File: src/rtl/axi_csr_master.sv
// Single-outstanding AXI4 master: one command in, one single-beat AXI read/write out, one response back.
// Bounded wait per transaction; a timed-out transaction is answered at once and its late AXI traffic drained.
module axi_csr_master #(
   parameter int                        AXI_ID_WIDTH   = 8,
   parameter int                        AXI_ADDR_WIDTH = 12,
   parameter int                        AXI_DATA_WIDTH = 32,
   parameter logic [AXI_ID_WIDTH-1:0]   AXI_ID         = '0,
   parameter int                        TIMEOUT_CYCLES = 256
) (
   input  logic                          aclk,
   input  logic                          arstn,
   input  logic                          i_req_valid,
   output logic                          o_req_ready,
   input  logic                          i_req_write,
   input  logic [AXI_ADDR_WIDTH-1:0]     i_req_addr,
   input  logic [AXI_DATA_WIDTH-1:0]     i_req_wdata,
   input  logic [AXI_DATA_WIDTH/8-1:0]   i_req_wstrb,
   output logic                          o_rsp_valid,
   input  logic                          i_rsp_ready,
   output logic [AXI_DATA_WIDTH-1:0]     o_rsp_rdata,
   output logic [1:0]                    o_rsp_resp,
   output logic                          o_rsp_timeout,
   output logic [AXI_ID_WIDTH-1:0]       o_arid,
   output logic [AXI_ADDR_WIDTH-1:0]     o_araddr,
   output logic [7:0]                    o_arlen,
   output logic [2:0]                    o_arsize,
   output logic [1:0]                    o_arburst,
   output logic                          o_arlock,
   output logic [3:0]                    o_arcache,
   output logic [2:0]                    o_arprot,
   output logic [3:0]                    o_arqos,
   output logic                          o_arvalid,
   input  logic                          i_arready,
   output logic [AXI_ID_WIDTH-1:0]       o_awid,
   output logic [AXI_ADDR_WIDTH-1:0]     o_awaddr,
   output logic [7:0]                    o_awlen,
   output logic [2:0]                    o_awsize,
   output logic [1:0]                    o_awburst,
   output logic                          o_awlock,
   output logic [3:0]                    o_awcache,
   output logic [2:0]                    o_awprot,
   output logic [3:0]                    o_awqos,
   output logic                          o_awvalid,
   input  logic                          i_awready,
   output logic [AXI_DATA_WIDTH-1:0]     o_wdata,
   output logic [AXI_DATA_WIDTH/8-1:0]   o_wstrb,
   output logic                          o_wlast,
   output logic                          o_wvalid,
   input  logic                          i_wready,
   input  logic [AXI_ID_WIDTH-1:0]       i_rid,
   input  logic [AXI_DATA_WIDTH-1:0]     i_rdata,
   input  logic [1:0]                    i_rresp,
   input  logic                          i_rlast,
   input  logic                          i_rvalid,
   output logic                          o_rready,
   input  logic [AXI_ID_WIDTH-1:0]       i_bid,
   input  logic [1:0]                    i_bresp,
   input  logic                          i_bvalid,
   output logic                          o_bready
);

   localparam int                TW   = $clog2(TIMEOUT_CYCLES);
   localparam logic [TW-1:0]     TMAX = TW'(TIMEOUT_CYCLES - 1);
   localparam int                DW   = AXI_DATA_WIDTH;
   localparam int                AW   = AXI_ADDR_WIDTH;

   typedef enum logic [6:0] {
      S_IDLE    = 7'b0000001,
      S_RD_ADDR = 7'b0000010,
      S_RD_DATA = 7'b0000100,
      S_WR_REQ  = 7'b0001000,
      S_WR_RESP = 7'b0010000,
      S_RSP     = 7'b0100000,
      S_DRAIN   = 7'b1000000
   } state_t;

   state_t              r_state, w_state;
   logic [TW-1:0]       r_timer, w_timer;
   logic                r_is_write, w_is_write;
   logic                r_need_resp, w_need_resp;
   logic                r_req_ready, w_req_ready;
   logic                r_arvalid, w_arvalid;
   logic                r_awvalid, w_awvalid;
   logic                r_wvalid, w_wvalid;
   logic                r_rready, w_rready;
   logic                r_bready, w_bready;
   logic [AW-1:0]       r_addr, w_addr;
   logic [DW-1:0]       r_wdata, w_wdata;
   logic [DW/8-1:0]     r_wstrb, w_wstrb;
   logic                r_rsp_valid, w_rsp_valid;
   logic [DW-1:0]       r_rsp_rdata, w_rsp_rdata;
   logic [1:0]          r_rsp_resp, w_rsp_resp;
   logic                r_rsp_timeout, w_rsp_timeout;
   logic                w_busy, w_tmo, w_tmo_fire;
   logic                w_unused;

   // Burst end and the sub-word address bits carry no information for single-beat word access.
   assign w_unused = ^{i_rlast, i_req_addr[1:0]};

   assign w_busy = (r_state == S_RD_ADDR) || (r_state == S_RD_DATA) ||
                   (r_state == S_WR_REQ)  || (r_state == S_WR_RESP);
   assign w_tmo  = (r_timer == TMAX);

   always_comb begin
      w_state       = r_state;
      w_timer       = r_timer;
      w_is_write    = r_is_write;
      w_need_resp   = r_need_resp;
      w_req_ready   = r_req_ready;
      w_arvalid     = r_arvalid;
      w_awvalid     = r_awvalid;
      w_wvalid      = r_wvalid;
      w_rready      = r_rready;
      w_bready      = r_bready;
      w_addr        = r_addr;
      w_wdata       = r_wdata;
      w_wstrb       = r_wstrb;
      w_rsp_valid   = r_rsp_valid;
      w_rsp_rdata   = r_rsp_rdata;
      w_rsp_resp    = r_rsp_resp;
      w_rsp_timeout = r_rsp_timeout;
      w_tmo_fire    = 1'b0;
      if (w_busy && !w_tmo) w_timer = r_timer + 1'b1;

      case (r_state)
         S_IDLE: begin
            if (i_req_valid) begin
               w_req_ready = 1'b0;
               w_timer     = '0;
               w_is_write  = i_req_write;
               w_addr      = {i_req_addr[AW-1:2], 2'b00};
               w_wdata     = i_req_wdata;
               w_wstrb     = i_req_wstrb;
               if (i_req_write) begin
                  w_awvalid = 1'b1;
                  w_wvalid  = 1'b1;
                  w_state   = S_WR_REQ;
               end else begin
                  w_arvalid = 1'b1;
                  w_state   = S_RD_ADDR;
               end
            end
         end
         S_RD_ADDR: begin
            if (i_arready) begin
               w_arvalid = 1'b0;
               w_rready  = 1'b1;
               w_state   = S_RD_DATA;
            end else if (w_tmo) begin
               w_tmo_fire = 1'b1;
            end
         end
         S_RD_DATA: begin
            if (i_rvalid && r_rready) begin
               w_rsp_rdata   = i_rdata;
               w_rsp_resp    = (i_rid == AXI_ID) ? i_rresp : 2'b10;
               w_rsp_timeout = 1'b0;
               w_rsp_valid   = 1'b1;
               w_rready      = 1'b0;
               w_state       = S_RSP;
            end else if (w_tmo) begin
               w_tmo_fire = 1'b1;
            end
         end
         S_WR_REQ: begin
            w_awvalid = r_awvalid && !i_awready;
            w_wvalid  = r_wvalid && !i_wready;
            if (!w_awvalid && !w_wvalid) begin
               w_bready = 1'b1;
               w_state  = S_WR_RESP;
            end else if (w_tmo) begin
               w_tmo_fire = 1'b1;
            end
         end
         S_WR_RESP: begin
            if (i_bvalid && r_bready) begin
               w_rsp_rdata   = '0;
               w_rsp_resp    = (i_bid == AXI_ID) ? i_bresp : 2'b10;
               w_rsp_timeout = 1'b0;
               w_rsp_valid   = 1'b1;
               w_bready      = 1'b0;
               w_state       = S_RSP;
            end else if (w_tmo) begin
               w_tmo_fire = 1'b1;
            end
         end
         S_RSP: begin
            if (i_rsp_ready) begin
               w_rsp_valid = 1'b0;
               w_req_ready = 1'b1;
               w_state     = S_IDLE;
            end
         end
         S_DRAIN: begin
            // Valids already on the bus must complete; the late response is swallowed.
            w_arvalid = r_arvalid && !i_arready;
            w_awvalid = r_awvalid && !i_awready;
            w_wvalid  = r_wvalid && !i_wready;
            if (r_rready && i_rvalid) begin
               w_rready    = 1'b0;
               w_need_resp = 1'b0;
            end
            if (r_bready && i_bvalid) begin
               w_bready    = 1'b0;
               w_need_resp = 1'b0;
            end
            if (r_rsp_valid && i_rsp_ready) w_rsp_valid = 1'b0;
            if (!w_arvalid && !w_awvalid && !w_wvalid && !w_need_resp && !w_rsp_valid) begin
               w_req_ready = 1'b1;
               w_state     = S_IDLE;
            end
         end
         default: w_state = S_IDLE;
      endcase

      if (w_tmo_fire) begin
         w_rsp_valid   = 1'b1;
         w_rsp_timeout = 1'b1;
         w_rsp_resp    = 2'b10;
         w_rsp_rdata   = '0;
         w_need_resp   = 1'b1;
         w_rready      = !r_is_write;
         w_bready      = r_is_write;
         w_state       = S_DRAIN;
      end
   end

   always_ff @(posedge aclk or negedge arstn) begin
      if (!arstn) begin
         r_state       <= S_IDLE;
         r_timer       <= '0;
         r_is_write    <= 1'b0;
         r_need_resp   <= 1'b0;
         r_req_ready   <= 1'b1;
         r_arvalid     <= 1'b0;
         r_awvalid     <= 1'b0;
         r_wvalid      <= 1'b0;
         r_rready      <= 1'b0;
         r_bready      <= 1'b0;
         r_addr        <= '0;
         r_wdata       <= '0;
         r_wstrb       <= '0;
         r_rsp_valid   <= 1'b0;
         r_rsp_rdata   <= '0;
         r_rsp_resp    <= 2'b00;
         r_rsp_timeout <= 1'b0;
      end else begin
         r_state       <= w_state;
         r_timer       <= w_timer;
         r_is_write    <= w_is_write;
         r_need_resp   <= w_need_resp;
         r_req_ready   <= w_req_ready;
         r_arvalid     <= w_arvalid;
         r_awvalid     <= w_awvalid;
         r_wvalid      <= w_wvalid;
         r_rready      <= w_rready;
         r_bready      <= w_bready;
         r_addr        <= w_addr;
         r_wdata       <= w_wdata;
         r_wstrb       <= w_wstrb;
         r_rsp_valid   <= w_rsp_valid;
         r_rsp_rdata   <= w_rsp_rdata;
         r_rsp_resp    <= w_rsp_resp;
         r_rsp_timeout <= w_rsp_timeout;
      end
   end

   assign o_req_ready   = r_req_ready;
   assign o_rsp_valid   = r_rsp_valid;
   assign o_rsp_rdata   = r_rsp_rdata;
   assign o_rsp_resp    = r_rsp_resp;
   assign o_rsp_timeout = r_rsp_timeout;
   assign o_arid        = AXI_ID;
   assign o_araddr      = r_addr;
   assign o_arlen       = 8'd0;
   assign o_arsize      = 3'b010;
   assign o_arburst     = 2'b01;
   assign o_arlock      = 1'b0;
   assign o_arcache     = 4'd0;
   assign o_arprot      = 3'd0;
   assign o_arqos       = 4'd0;
   assign o_arvalid     = r_arvalid;
   assign o_awid        = AXI_ID;
   assign o_awaddr      = r_addr;
   assign o_awlen       = 8'd0;
   assign o_awsize      = 3'b010;
   assign o_awburst     = 2'b01;
   assign o_awlock      = 1'b0;
   assign o_awcache     = 4'd0;
   assign o_awprot      = 3'd0;
   assign o_awqos       = 4'd0;
   assign o_awvalid     = r_awvalid;
   assign o_wdata       = r_wdata;
   assign o_wstrb       = r_wstrb;
   assign o_wlast       = 1'b1;
   assign o_wvalid      = r_wvalid;
   assign o_rready      = r_rready;
   assign o_bready      = r_bready;

endmodule

File: config.mk
export PLATFORM = sky130hd
export DESIGN_NAME = axi_csr_master
export DESIGN_NICKNAME = d
export VERILOG_FILES = /design/src/rtl/axi_csr_master.sv
export SDC_FILE = /design/constraint.sdc
export NUM_CORES = 1
export LEC_CHECK = 0
export BUFFER_PORTS_ARGS = -buffer_cell sky130_fd_sc_hd__buf_2
export CELL_PAD_IN_SITES_DETAIL_PLACEMENT = 0
export CELL_PAD_IN_SITES_GLOBAL_PLACEMENT = 1
export CORE_UTILIZATION = 35
export DETAILED_ROUTE_END_ITERATION = 8
export GPL_TIMING_DRIVEN = 0
export PLACE_DENSITY_LB_ADDON = 0.1
export SLEW_MARGIN = 20
export SYNTH_ARGS = -nofsm -noshare
export SYNTH_HDL_FRONTEND = slang
export SYNTH_SLANG_ARGS = --single-unit
File: constraint.sdc
create_clock -name aclk -period 3.9 [get_ports aclk]
set_input_delay 0.39 -clock aclk [delete_from_list [all_inputs] [get_ports aclk]]
set_output_delay 0.39 -clock aclk [all_outputs]
set_load 0.1 [all_outputs]
==> results of run 1 <==
## flip-flops by register name, summed over array words and instances (netlist names), 2 cells and up
signal	flops
o_wdata	32
r_timer	8
o_araddr	10
o_rsp_rdata	32
r_state	7
o_rsp_resp	2
o_wstrb	4
## metrics by stage
step                      cells  hold slack [ns]
after floorplan             678           0.0944
after global placement     1067            0.454
after detailed placement   1068            0.377
after CTS                  1084          0.00157
after global routing       1084           0.0128
final                      1084         -0.00676
## placed cells by master, fill, tap and decap left out, types with 2 or more instances in the layout
cell | Yosys | layout
mux2i_1 | 3 | 3
o22ai_1 | 3 | 3
and4_1 | 2 | 2
o311ai_0 | 2 | 2
clkbuf_16 | 0 | 9
nor3_1 | 3 | 3
conb_1 | 2 | 71
and3_1 | 6 | 6
buf_1 | 9 | 9
nor2_1 | 6 | 6
clkbuf_1 | 22 | 24
a21o_1 | 3 | 3
o211ai_1 | 2 | 2
or3_1 | 3 | 3
nand3_1 | 13 | 13
o21ai_0 | 41 | 41
o31ai_1 | 6 | 6
nand4_1 | 40 | 40
dfstp_2 | 2 | 2
nor2b_1 | 5 | 5
inv_1 | 8 | 8
or4_1 | 4 | 4
nand4b_1 | 2 | 2
dfrtp_1 | 103 | 103
buf_4 | 81 | 81
nor4_1 | 5 | 5
a41oi_1 | 2 | 2
nand2b_1 | 3 | 3
a21oi_1 | 50 | 50
bufinv_16 | 0 | 2
buf_2 | 6 | 210
nand2_1 | 153 | 153
## worst max path at each step
stage                 endpoint  slack, ns  cells past startpoint
3_5_place_dp   o_rsp_rdata[24]       1.37                      6
6_report       o_rsp_rdata[24]       1.36                      6
2_1_floorplan  o_rsp_rdata[12]       1.53                      7
4_1_cts            o_rsp_valid       1.33                      6
5_1_grt        o_rsp_rdata[20]       1.11                      8
3_3_place_gp       o_araddr[9]       1.22                      1
## worst max-delay path, delay by kind of cell, from the launching register on
family	cells	cell delay [ns]
buffers and inverters	2	0.55
AO/OA/AOI/OAI	2	0.46
flip-flops	1	0.43
AND/OR/NAND/NOR	2	0.98
## cell families after synthesis
logic type	synth area share, %
compound gates	13.4
xor+xnor	0.163
fa+ha+maj	0.233
buf+inv	14.6
flops	48.9
mux	0.559
other cells	0.140
simple gates	22.0
## routing by layer
metal  up-vias  wire [um]  global-route usage, %
met2       149       7550                   33.4
met3        13        838                   3.82
met5         -          0                      0
met1      2402       6660                   23.8
met4         0        189                   6.45
li1       2532          -                      -
## area by class of cell
| type | instances | share of cell area [%] |
|---|---|---|
| Multi-Input combinational cell | 447 | 30.6 |
| Sequential cell | 105 | 36.3 |
| Tap cell | 184 | 3.18 |
| Timing Repair Buffer | 206 | 14.6 |
| Inverter | 8 | 0.415 |
| Clock buffer | 12 | 3.40 |
| Buffer | 118 | 10.4 |
| Clock inverter | 4 | 1.02 |
==> impl_metrics.tcl, run 1 <==
set metrics [dict create \
    setup_slack_ns 1.36 \
    cts_sinks 105 \
    yosys_most_used_dff "dfrtp_1" \
    place_ws_ns 1.37 \
    die_w_um 126 \
    multiInputGateArea_um2 2220 \
    synth-seq-cells 105 \
    fin_crit_sh_pct 65.2 \
    io_buffer_count 205 \
    drive_gt1_share_pct 34.9 \
    synth.distinct_cells 49 \
    path_cells "nor4_1 > nand4_1 > a41oi_2 > buf_2 > buf_2 > a21oi_1" \
    nets 1007 \
    post-dp-hpwl_mm 11.8 \
    final_util_pct 49.1 \
    ant_nets 0 \
    via_count 5096 \
    clock.fmax_mhz 393 \
    synth_warnings 0 \
    numCtsBuffers 9 \
    worst-path-max-fanout 10 \
    cp_slowest_stage_delay_ns 0.61 \
    synth_edf_count 0 \
    yosys.area.top_type "dfrtp_1" \
    root_buffer "clkbuf_16" \
    design_area_um2 7240 \
    arrival_ns 2.77 \
    route.detailed.drc 0 \
    yosysSeqAreaShare_pct 48.9 \
    cap_violations 0 \
    r2r_end "o_rsp_rdata[24]" \
    antenna_found_initial 0 \
    grt_usage_pct 19.2 \
    routed_wl_mm 15.2 \
    gp_congestion 0.851 \
    core_um2 14800 \
    reg2reg_from "r_state[1]" \
    worst_clock_skew_ns 0.0103 \
    hp-class "in2async" \
    register_area_um2 2630 \
    gr-total-overflow 0 \
    antenna_cells 0 \
    clk_pin_slew_ns 0.07 \
    drtIter0Drc 320 \
    nFillCells 1490 \
    grt_pass1_vias 4737 \
    reg2reg_depth 6 \
    cp.required_ns 4.13 \
    worstSetupStartpoint "r_state[1]" \
    drv_slew 0 \
    grt_setup_unrepaired "no" \
    cts_hold_buf 0 \
    clockBufferDepth 2 \
    synthArstFlopShare_pct 100 \
    synthesis.instances 609 \
    synthTopCellsByCount "nand2_1 (153), dfrtp_1 (103), buf_4 (81)" \
    area_growth_pct 34.8 \
    cts_tree "yes" \
    relSlewSlack_pct 57.0 \
    final-hold-violation-count 4 \
    status "finished with violations" \
    setup_viol 0 \
    start_kind "flip-flop" \
    period_minus_slack_ns 2.54 \
    rows 44 \
    post-cts-setup-buffer-count 0 \
    synth.avg_cell_area_um2 8.82 \
    tightest_slew_ns 0.639 \
    whs_ns -0.00676 \
    post_cts_resized 0 \
    violations "negative hold slack" \
    fp.dieH_um 126 \
    yosys-top-cells-area "dfrtp_1 (48%), buf_4 (11%), nand2_1 (11%), a21oi_1 (4.7%), nand4_1 (4.7%)" \
    reg2reg_slack_ns 1.36 \
    initial_core_util_pct 36.4 \
    clk_latency_ns 0.35 \
    crit_slowest_cell "nor4_1" \
    synth.most_common_cell "nand2_1" \
    placed_area_um2 6920 \
    pin_count 280 \
    dieArea_um2 15900 \
    avgRoutedWirePerCell_um 14.1 \
    firstDrtPassIters 4 \
    grt_pass1_wl_mm 24.2 \
    vias_per_cell 4.70 \
    synth.cell_area_um2 5370 \
    grt_max_degree 56 \
    criticalPathCategory "reg2reg" \
    fin_setup_tns_ns 0 \
    cp-end-kind "flip-flop" \
    cp_common_cell "buf_2" \
    synth_top_area_share_pct 48.0 \
    cts.htree.levels 3 \
]
Power of run 1 is not shown: default switching activity piles up to over one toggle a cycle in this logic, so the estimate is an artifact.
==> run 2, diff against run 1 <==
CORE_UTILIZATION = 32   (was 35)
clock period = 2.6 ns   (was 3.9 ns; I/O delays follow)
==> impl_metrics.tcl, run 2 (synthesis results as in run 1) <==
set metrics [dict create \
    numCtsBuffers 9 \
    cp.required_ns 2.87 \
    min_from "i_awready" \
    drv_slew 0 \
    antenna_cells 0 \
    area_growth_pct 34.9 \
    root_buffer "clkbuf_16" \
    setup_viol 0 \
    tightest_slew_ns 0.616 \
    worst_clock_skew_ns 0.00584 \
    place_ws_ns 0.0958 \
    vias_per_cell 4.55 \
    nets 1007 \
    cap_violations 0 \
    initial_core_util_pct 32.6 \
    cp-end-kind "flip-flop" \
    final_cell_mix "buf_2 (210), nand2_1 (153), dfrtp_1 (103)" \
    cts_sinks 105 \
    setup_slack_ns 0.238 \
    worstSetupStartpoint "r_state[1]" \
    gr-total-overflow 0 \
    period_minus_slack_ns 2.36 \
    via_count 5097 \
    arrival_ns 2.64 \
    post-cts-setup-buffer-count 0 \
    gp_congestion 0.846 \
    grt_pass1_vias 4795 \
    routed_wl_mm 15.3 \
    final_common_cell "buf_2" \
    clockBufferDepth 2 \
    worst-path-max-fanout 6 \
    drive_gt1_share_pct 35.3 \
    antenna_found_initial 0 \
    fin_setup_tns_ns 0 \
    grt_usage_pct 17.9 \
    drtIter0Drc 184 \
    firstDrtPassIters 7 \
    violations "design-rule violations" \
    die_w_um 132 \
    pin_count 280 \
    avgRoutedWirePerCell_um 13.7 \
    reg2reg_slack_ns 0.24 \
    reg2reg_from "r_state[1]" \
    post-dp-hpwl_mm 11.6 \
    grt_max_degree 63 \
    grt_setup_unrepaired "no" \
    ant_nets 0 \
    final-hold-violation-count 0 \
    whs_ns 0.0893 \
    io_buffer_count 205 \
    fin_crit_sh_pct 90.9 \
    dieArea_um2 17300 \
    cts.htree.levels 3 \
    route.detailed.drc 2 \
    clock.fmax_mhz 423 \
    start_kind "flip-flop" \
    core_um2 16500 \
    rows 47 \
    clk_pin_slew_ns 0.07 \
    cts_tree "yes" \
    relSlewSlack_pct 58.5 \
    final_util_pct 44.0 \
    fp.dieH_um 132 \
    nFillCells 1670 \
    status "finished with violations" \
    hp-class "in2reg" \
    clk_latency_ns 0.35 \
    criticalPathCategory "reg2reg" \
    grt_pass1_wl_mm 24.8 \
]
run 2: changes by cell type in the layout (fill, tap and decap cells not counted), sizes merged:
cell | before | now
clkinvlp | 0 | 2
clkinv | 1 | 3
clkbuf | 34 | 31
dlygate4sd3 | 0 | 1
inv | 9 | 8
bufinv | 2 | 0
run 2: what timing repair did:
action	CTS	global route
gates resized for setup	0	6
hold buffers	1	0
setup endpoints to repair	0	37
endpoints found under the hold margin	41	0
run 2: metrics by stage:
stage | instances | instance area (um2)
final | 1119 | 7250
after global placement | 1103 | 6930
after global routing | 1119 | 7250
after detailed placement | 1104 | 6970
after CTS | 1120 | 7240
after floorplan | 678 | 5630
run 2: worst paths after layout:
check	cells after the start	endpoint
setup / recovery	6	r_state[3]
hold / removal	2	o_awvalid
setup reg to reg	6	r_state[3]
hold reg to reg	2	o_wdata[19]
max in group asynchronous	3	o_rsp_resp[1]
min in group asynchronous	2	o_araddr[8]
run 2: layout make-up:
type | instances | area, um2 | share of cell area, %
Sequential cell | 105 | 2630 | 36.3
Multi-Input combinational cell | 447 | 2230 | 30.8
Timing Repair Buffer | 207 | 1070 | 14.8
Buffer | 117 | 753 | 10.4
Tap cell | 220 | 275 | 3.80
Clock buffer | 10 | 229 | 3.16
Clock inverter | 5 | 33.8 | 0.466
Inverter | 8 | 30.0 | 0.414
run 2: critical path, stage by stage (launching register included):
cell and delay [ns]:
dfrtp_1 0.44, or4_4 0.58, or3_1 0.36, buf_2 0.17
a41o_4 0.29, a31oi_4 0.24, mux2i_1 0.21
run 2: per-layer routing:
metal  vias to the layer above  part of all wire [%]  GRT usage [%]
li1                       2519                     -              -
met1                      2359                    44           22.7
met2                       193                    48           29.8
met3                        26                   5.4           2.89
met4                         0                   2.7           8.40
met5                         -                     0              0
Power of run 2 is left out for the same reason.
